File: src/rtl/hidden_mac_if.sv
// hidden_mac_if: weight-store, activation and hidden-output signals of the hidden-layer MAC.
interface hidden_mac_if #(
  parameter int N_IN  = 800,
  parameter int N_HID = 10
);
  localparam int XW = $clog2(N_IN);
  localparam int HW = $clog2(N_HID);
  logic start;
  logic compute_h;
  logic get;
  logic signed [7:0] w_in;
  logic [XW-1:0] x_addr;
  logic signed [7:0] x_in;
  logic signed [7:0] h_out;
  logic [HW-1:0] h_idx;
  logic h_valid;
  logic busy;
  logic done;
  modport master (
    input  start, w_in, x_in,
    output compute_h, get, x_addr, h_out, h_idx, h_valid, busy, done
  );
  modport slave (
    output start, w_in, x_in,
    input  compute_h, get, x_addr, h_out, h_idx, h_valid, busy, done
  );
endinterface

File: src/rtl/hidden_mac.sv
// hidden_mac: streams weights from the weight store, accumulates one dot product per neuron, then scales/saturates/ReLUs it.
module hidden_mac #(
  parameter int N_IN  = 800,
  parameter int N_HID = 10,
  parameter int ACC_W = 28,
  parameter int SHIFT = 6,
  parameter int RELU  = 1
) (
  input logic Clk,
  input logic RST,
  hidden_mac_if.master bus
);
  localparam int XW = $clog2(N_IN);
  localparam int HW = $clog2(N_HID);
  localparam logic signed [ACC_W-1:0] HI = ACC_W'(127);
  localparam logic signed [ACC_W-1:0] LO = ACC_W'(-128);
  typedef enum logic [1:0] {IDLE, ACCUM, FINISH} state_t;
  state_t state, state_nxt;
  logic [XW-1:0] i;
  logic [HW-1:0] n;
  logic signed [ACC_W-1:0] acc, acc_nxt, t;
  logic signed [15:0] prod;
  logic [7:0] h;
  logic last_i, last_n;
  assign last_i = i == XW'(N_IN - 1);
  assign last_n = n == HW'(N_HID - 1);
  assign prod = bus.w_in * bus.x_in;
  assign acc_nxt = acc + ACC_W'(prod);
  // result is formed from the final sum on the last ACCUM edge so h_out is registered by FINISH
  assign t = acc_nxt >>> SHIFT;
  assign h = (RELU != 0 && t[ACC_W-1]) ? 8'h00 : t > HI ? 8'h7f : t < LO ? 8'h80 : t[7:0];
  always_ff @(posedge Clk)
    state <= RST ? IDLE : state_nxt;
  always_comb
    state_nxt = state == IDLE  ? (bus.start ? ACCUM : IDLE) :
                state == ACCUM ? (last_i ? FINISH : ACCUM) :
                                 (last_n ? IDLE : ACCUM);
  always_comb begin
    bus.busy      = state != IDLE;
    bus.compute_h = state != IDLE;
    bus.get       = state == ACCUM;
    bus.x_addr    = state == ACCUM ? i : '0;
    bus.h_valid   = state == FINISH;
    bus.done      = state == FINISH && last_n;
  end
  always_ff @(posedge Clk)
    if (RST) begin
      acc <= '0;
      i <= '0;
      n <= '0;
      bus.h_out <= '0;
      bus.h_idx <= '0;
    end else if (state == ACCUM) begin
      acc <= acc_nxt;
      i <= last_i ? i : i + 1'b1;
      if (last_i) begin
        bus.h_out <= h;
        bus.h_idx <= n;
      end
    end else begin
      acc <= '0;
      i <= '0;
      n <= (state == FINISH && !last_n) ? n + 1'b1 : '0;
    end
endmodule
File: src/flat_wrapper.sv
// flat-port wrapper written by rule: the top's interface ports become plain ports
module hidden_mac_flat 
#(
  parameter int N_IN  = 800,
  parameter int N_HID = 10,
  parameter int ACC_W = 28,
  parameter int SHIFT = 6,
  parameter int RELU  = 1
)
  (Clk, RST, bus_start, bus_w_in, bus_x_in, bus_compute_h, bus_get, bus_x_addr, bus_h_out, bus_h_idx, bus_h_valid, bus_busy, bus_done);
  hidden_mac_if #(.N_IN(N_IN), .N_HID(N_HID)) bus_i ();
  input logic Clk;
  input logic RST;
  input wire logic [$bits(bus_i.start)-1:0] bus_start;
  input wire logic [$bits(bus_i.w_in)-1:0] bus_w_in;
  input wire logic [$bits(bus_i.x_in)-1:0] bus_x_in;
  output wire logic [$bits(bus_i.compute_h)-1:0] bus_compute_h;
  output wire logic [$bits(bus_i.get)-1:0] bus_get;
  output wire logic [$bits(bus_i.x_addr)-1:0] bus_x_addr;
  output wire logic [$bits(bus_i.h_out)-1:0] bus_h_out;
  output wire logic [$bits(bus_i.h_idx)-1:0] bus_h_idx;
  output wire logic [$bits(bus_i.h_valid)-1:0] bus_h_valid;
  output wire logic [$bits(bus_i.busy)-1:0] bus_busy;
  output wire logic [$bits(bus_i.done)-1:0] bus_done;
  assign bus_i.start = bus_start;
  assign bus_i.w_in = bus_w_in;
  assign bus_i.x_in = bus_x_in;
  assign bus_compute_h = bus_i.compute_h;
  assign bus_get = bus_i.get;
  assign bus_x_addr = bus_i.x_addr;
  assign bus_h_out = bus_i.h_out;
  assign bus_h_idx = bus_i.h_idx;
  assign bus_h_valid = bus_i.h_valid;
  assign bus_busy = bus_i.busy;
  assign bus_done = bus_i.done;
  hidden_mac #(.N_IN(N_IN), .N_HID(N_HID), .ACC_W(ACC_W), .SHIFT(SHIFT), .RELU(RELU)) u_core (.Clk(Clk), .RST(RST), .bus(bus_i));
endmodule
File: config.mk
export PLATFORM = sky130hd
export DESIGN_NAME = hidden_mac_flat
export DESIGN_NICKNAME = d
export VERILOG_FILES = /design/src/rtl/hidden_mac_if.sv /design/src/rtl/hidden_mac.sv /design/src/flat_wrapper.sv
export SDC_FILE = /design/constraint.sdc
export NUM_CORES = 1
export LEC_CHECK = 0
export ABC_AREA = 1
export BUFFER_PORTS_ARGS = -buffer_cell sky130_fd_sc_hd__buf_4
export CORE_UTILIZATION = 45
export CTS_CLUSTER_DIAMETER = 30
export DETAILED_ROUTE_END_ITERATION = 8
export GPL_ROUTABILITY_DRIVEN = 0
export PLACE_DENSITY_LB_ADDON = 0.08
export RECOVER_POWER = 100
export SYNTH_ARGS = -nofsm -noshare
export SYNTH_HDL_FRONTEND = slang
export SYNTH_SLANG_ARGS = --single-unit
export TNS_END_PERCENT = 1
File: constraint.sdc
create_clock -name Clk -period 7.5 [get_ports Clk]
set_input_delay 0.75 -clock Clk [delete_from_list [all_inputs] [get_ports Clk]]
set_output_delay 0.75 -clock Clk [all_outputs]
set_load 0.02 [all_outputs]
==> flow_metrics.py, run 1 <==
metrics = {
    "logic_synthesis": {
        "yosys_warnings": 0,
        "syn-cell-area_sq_mm": 0.00805,
        "netlist-cell-type-count": 34,
        "synth_seq_cells": 56,
        "syn_nets": 1308,
        "syn_area_per_cell_sq_um": 7.29,
        "seq_area_frac_synth_pct": 13.9,
        "netlist_instances": 1104,
    },
    "worst_setup_path": {
        "required_ps": 7740,
        "r2r_start": "u_core.acc[6]",
        "startpoint": "bus_w_in[7]",
        "rr_worst_depth": 25,
        "start_kind": "primary input",
        "cp-end-kind": "register",
        "rr_endpoint": "u_core.bus.h_out[6]",
        "crit_end": "u_core.bus.h_out[6]",
        "crit_arrival_ps": 6740,
        "crit_fanout": 15,
        "path_class": "in2reg",
        "reg2reg_slack_ps": 2260,
    },
    "floorplanning": {
        "core_sq_mm": 0.0174,
        "start_util_pct": 46.4,
        "fp-row-count": 48,
        "die_area_sq_mm": 0.0184,
        "ios": 46,
        "die_w_um": 136,
        "die_h_um": 136,
    },
    "routing": {
        "drtAntennaViolNets": 0,
        "dr_total_vias": 6381,
        "drtPass1Iterations": 5,
        "initialDrtViolationCount": 246,
        "wl_um": 17700,
        "via_per_inst": 4.69,
        "post_drt_wl_per_cell_um": 13.0,
        "drc": 0,
    },
    "sta": {
        "setup_viol": 0,
        "rsz0062_at_grt": "no",
        "slew_viol_final": 0,
        "period_needed_ps": 6490,
        "tightest_slew_ps": 1080,
        "tns_ps": 0,
        "finalHoldViolCount": 0,
        "timing.slew.headroom_pct": 27.8,
        "period_share_pct": 86.6,
        "fmax_ghz": 0.154,
        "fin_skew_ps": 8.73,
    },
    "clock_tree": {
        "clk_pin_slew_ps": 80,
        "clockRootBuffer": "clkbuf_16",
        "clock-sinks": 56,
        "clkLatencyLatePin_ps": 310,
        "post-cts-setup-buffer-count": 0,
        "htree_levels": 2,
        "cts_buffers": 5,
        "cts_hold_buf": 0,
        "cts_resized": 0,
        "clock_path_buffers": 2,
        "cts_tree": "done",
    },
    "layout": {
        "synthToLayoutAreaGrowth_pct": 6.57,
        "antenna_cells": 0,
        "drive_gt1_share_pct": 6.33,
        "nFillCells": 1814,
        "num-nets-final": 1340,
    },
    "global_route": {
        "track_usage_pct": 21.0,
        "grt_max_degree": 22,
        "grt_pass1_wl_um": 30500,
        "overflow": 0,
        "antenna_found_initial": 0,
        "grt_pass1_vias": 6292,
    },
    "outcome": {
        "status": "completed",
    },
    "placed_design": {
        "io_buffers": 45,
        "hpwl_um": 15500,
    },
    "flow_run": {
        "max-cap-violations": 0,
    },
    "hold_path": {
        "min_path_type": "reg2reg",
    },
}
synthesized netlist by cell type:
master    count  area (sq um)
nand2_1     302          1130
inv_1       253           950
fa_1        120          2400
nor2_1       81           304
ha_1         65           813
dfxtp_1      56          1120
nand3_1      48           240
a21oi_1      37           185
clkbuf_1     22          82.6
nand4_1      19           119
inv_2        14          52.6
o21ai_0      13          65.1
nand2_2      11          68.8
nor2_2       11          68.8
nand3_2       8          80.1
xor2_1        8          70.1
a21oi_2       7          61.3
nor3_1        6          30.0
a211oi_1      3          22.5
nor2_4        2          22.5
nor3_2        2          20.0
o22ai_1       2          12.5
or2_2         2          12.5
xnor2_1       2          17.5
a21oi_4       1          16.3
a31oi_1       1          6.26
and2_1        1          6.26
and2_4        1          8.76
buf_2         1          5.00
buf_4         1          7.51
clkinv_1      1          3.75
nand4_2       1          12.5
nor4_4        1          21.3
o21bai_1      1          7.51
area by class of cell:
class	count	area (sq um)	area share, %
multi-input combinational	756	5770	67.2
tap	225	282	3.28
clock buffer	5	125	1.46
clock inverter	3	27.5	0.321
sequential	56	1120	13.1
timing repair buffer	49	251	2.93
inverter	268	1010	11.7
state kept, by name, indices dropped and copies added (netlist names):
name              cells
u_core.acc           28
u_core.state          2
u_core.bus.h_out      8
u_core.bus.h_idx      4
u_core.n              4
u_core.i             10
stage by stage:
step / setup slack, ps / hold slack (ps) / cell area [sq um] / std cells / utilization [%]
after floorplan: 1400 / 447 / 8050 / 1104 / -
after global placement: 997 / 439 / 8600 / 1354 / 49.6
after detailed placement: 956 / 434 / 8600 / 1354 / 49.6
after CTS: 1250 / 447 / 8760 / 1362 / 50.5
after global routing: 434 / 461 / 8580 / 1362 / 49.4
final: 1010 / 447 / 8580 / 1362 / 49.4
how the worst min path moves through the flow:
stage | startpoint | endpoint | cells after the start
global placement | u_core.bus.h_out[7] | u_core.bus.h_out[7] | 2
detailed placement | u_core.bus.h_out[7] | u_core.bus.h_out[7] | 2
floorplan | u_core.i[0] | u_core.i[0] | 1
CTS | u_core.bus.h_out[7] | u_core.bus.h_out[7] | 2
finish | u_core.bus.h_out[7] | u_core.bus.h_out[7] | 2
global route | u_core.bus.h_out[7] | u_core.bus.h_out[7] | 2
routing by layer:
metal | track usage (%) | share of wire [%] | vias up
met5 | 0 | 0 | -
met4 | 4.87 | 1.6 | 0
met3 | 1.68 | 2.8 | 20
met2 | 35.5 | 47 | 93
met1 | 29.1 | 49 | 2928
li1 | - | - | 3340
worst max-delay path, cell delays in order:
cell,delay (ps)
clkbuf_1,270
nand2_1,90
inv_1,670
clkbuf_1,450
fa_1,540
fa_1,510
inv_1,50
fa_1,470
fa_1,540
inv_1,40
ha_1,280
ha_1,430
nand2_1,110
nor2_1,130
nand2_1,90
nor3_1,150
nand2_1,120
nand3_2,90
nand2_1,70
nand2_2,120
nand2_1,60
nor2_1,100
nand3_1,90
nand2_2,130
nand2_1,80
nand3_1,90
nand2_1,80
a21oi_2,120
kinds of logic (layout without fill, tap and decap cells):
group,Yosys count,after routing,share of synthesized area [%]
XOR/XNOR,10,10,1.09
AND/OR/NAND/NOR,496,496,26.7
buffers and inverters,292,325,13.7
flip-flops,56,56,13.9
adder cells (fa/ha/maj),185,185,39.9
AO/OA/AOI/OAI,65,65,4.68
cells in the final DEF (no fill, tap or decap), types with 3 or more instances in the layout:
| cell | Yosys | final |
|---|---|---|
| a211oi_1 | 3 | 3 |
| a21oi_1 | 37 | 38 |
| a21oi_2 | 7 | 6 |
| buf_4 | 1 | 17 |
| clkbuf_1 | 22 | 31 |
| clkbuf_16 | 0 | 5 |
| dfxtp_1 | 56 | 56 |
| fa_1 | 120 | 120 |
| ha_1 | 65 | 65 |
| inv_1 | 253 | 253 |
| inv_2 | 14 | 13 |
| nand2_1 | 302 | 304 |
| nand2_2 | 11 | 9 |
| nand3_1 | 48 | 51 |
| nand3_2 | 8 | 5 |
| nand4_1 | 19 | 19 |
| nor2_1 | 81 | 86 |
| nor2_2 | 11 | 6 |
| nor3_1 | 6 | 8 |
| o21ai_0 | 13 | 13 |
| xor2_1 | 8 | 8 |
Power of run 1 is not shown: default switching activity piles up to over one toggle a cycle in this logic, so the estimate is an artifact.
==> run 2, diff against run 1 <==
Settings changed: CORE_ASPECT_RATIO set to 1.1.
==> flow_metrics.py, run 2 (synthesis gave the netlist of run 1 again) <==
metrics = {
    "floorplanning": {
        "ios": 46,
        "start_util_pct": 46.6,
        "fp-row-count": 50,
        "die_area_sq_mm": 0.0184,
        "core_sq_mm": 0.0173,
        "die_h_um": 142,
        "die_w_um": 130,
    },
    "worst_setup_path": {
        "required_ps": 7730,
        "r2r_start": "u_core.acc[4]",
        "start_kind": "primary input",
        "path_class": "in2reg",
        "reg2reg_slack_ps": 2100,
        "cpMostUsedCell": "nand2_1",
        "slowest_delay_ps": 960,
        "crit_arrival_ps": 6740,
        "rr_worst_depth": 23,
        "rr_endpoint": "u_core.bus.h_out[6]",
        "cp-end-kind": "register",
        "crit_fanout": 9,
        "worst_path_max_delay_cell": "fa_1",
    },
    "routing": {
        "wl_met2_um": 9050,
        "dr_total_vias": 6560,
        "post_drt_wl_per_cell_um": 13.2,
        "via_per_inst": 4.78,
        "top_layer_used": "met4",
        "initialDrtViolationCount": 273,
        "met3WireLength_um": 476,
        "wl_met1_um": 8330,
        "wl_um": 18100,
        "drtAntennaViolNets": 0,
        "drc": 0,
        "drtPass1Iterations": 5,
    },
    "global_route": {
        "track_usage_pct": 21.9,
        "grt_max_degree": 19,
        "grt_pass1_wl_um": 31800,
        "grt_pass1_vias": 6519,
        "overflow": 0,
        "antenna_found_initial": 0,
    },
    "sta": {
        "period_needed_ps": 6510,
        "tns_ps": 0,
        "finalHoldViolCount": 0,
        "slew_viol_final": 0,
        "period_share_pct": 86.8,
        "tightest_slew_ps": 992,
        "fmax_ghz": 0.154,
        "setup_viol": 0,
        "rsz0062_at_grt": "no",
        "fin_skew_ps": 13.5,
        "timing.slew.headroom_pct": 33.9,
    },
    "clock_tree": {
        "cts_buffers": 5,
        "cts_resized": 0,
        "htree_levels": 2,
        "post-cts-setup-buffer-count": 0,
        "clockRootBuffer": "clkbuf_16",
        "cts_tree": "done",
        "clkLatencyLatePin_ps": 310,
        "cts_hold_buf": 0,
        "clock-sinks": 56,
        "clk_pin_slew_ps": 70,
        "clock_path_buffers": 2,
    },
    "placed_design": {
        "io_buffers": 45,
        "hpwl_um": 15800,
    },
    "layout": {
        "drive_gt1_share_pct": 5.89,
        "nFillCells": 1830,
        "antenna_cells": 0,
        "synthToLayoutAreaGrowth_pct": 6.81,
        "layout_commonest_cell": "nand2_1",
        "largest_reg_flops": 28,
        "num-nets-final": 1341,
        "regMostFlops": "u_core.acc",
        "final_cell_mix": "306 x nand2_1, 254 x inv_1, 120 x fa_1",
        "reg_top3": "u_core.acc (28), u_core.i (10), u_core.bus.h_out (8)",
    },
    "flow_run": {
        "max-cap-violations": 0,
    },
    "hold_path": {
        "min_path_cells": 2,
        "holdPathEnd": "u_core.bus.h_out[7]",
        "hp-start": "u_core.bus.h_out[7]",
        "min_path_type": "reg2reg",
    },
    "outcome": {
        "status": "completed",
    },
}
[run 2: changes by cell type in the layout (fill, tap and decap cells not counted), sizes merged]
cell | before | now
bufinv | 0 | 1
clkinv | 3 | 2
clkbuf | 37 | 38
buf | 17 | 18
clkinvlp | 1 | 0
[run 2: layout make-up]
type                            instances  area [sq um]  share of cell area [%]
Sequential cell                        56          1120                    13.0
Clock buffer                            6           129                    1.50
Tap cell                              234           293                    3.41
Inverter                              268          1010                    11.7
Timing Repair Buffer                   50           259                    3.01
Clock inverter                          2          38.8                   0.451
Multi-Input combinational cell        756          5750                    66.9
[run 2: metal layers]
| metal | up-vias | track usage (%) |
|---|---|---|
| met1 | 3090 | 29.4 |
| met4 | 0 | 4.71 |
| met5 | - | 0 |
| met2 | 98 | 38.4 |
| met3 | 18 | 1.65 |
| li1 | 3354 | - |
[run 2: how the worst max path moves through the flow]
| stage | to | cells after the start | startpoint | slack, ps |
|---|---|---|---|---|
| finish | u_core.bus.h_out[6] | 28 | bus_x_in[7] | 990 |
| global route | u_core.bus.h_out[2] | 28 | bus_x_in[7] | 320 |
| CTS | u_core.bus.h_out[6] | 26 | bus_x_in[2] | 1160 |
| detailed placement | u_core.bus.h_out[6] | 26 | bus_x_in[2] | 860 |
| global placement | u_core.bus.h_out[5] | 24 | bus_x_in[2] | 900 |
| floorplan | u_core.bus.h_out[1] | 27 | bus_x_in[2] | 1400 |
[run 2: per-stage QoR]
stage	cell area [sq um]	util [%]	std cells	worst slack, ps	hold WS (ps)
global route	8600	49.8	1372	321	480
floorplan	8050	-	1104	1400	447
global placement	8620	49.9	1364	899	431
CTS	8790	50.9	1372	1160	455
detailed placement	8620	49.9	1364	859	439
finish	8600	49.8	1372	988	456
[run 2: worst max-delay path, delay by kind of cell]
kind            cells  cell delay (ps)
simple gates       14             1580
buf+inv             6             1080
compound gates      2              280
fa+ha+maj           6             3060
Power of run 2 is left out for the same reason.
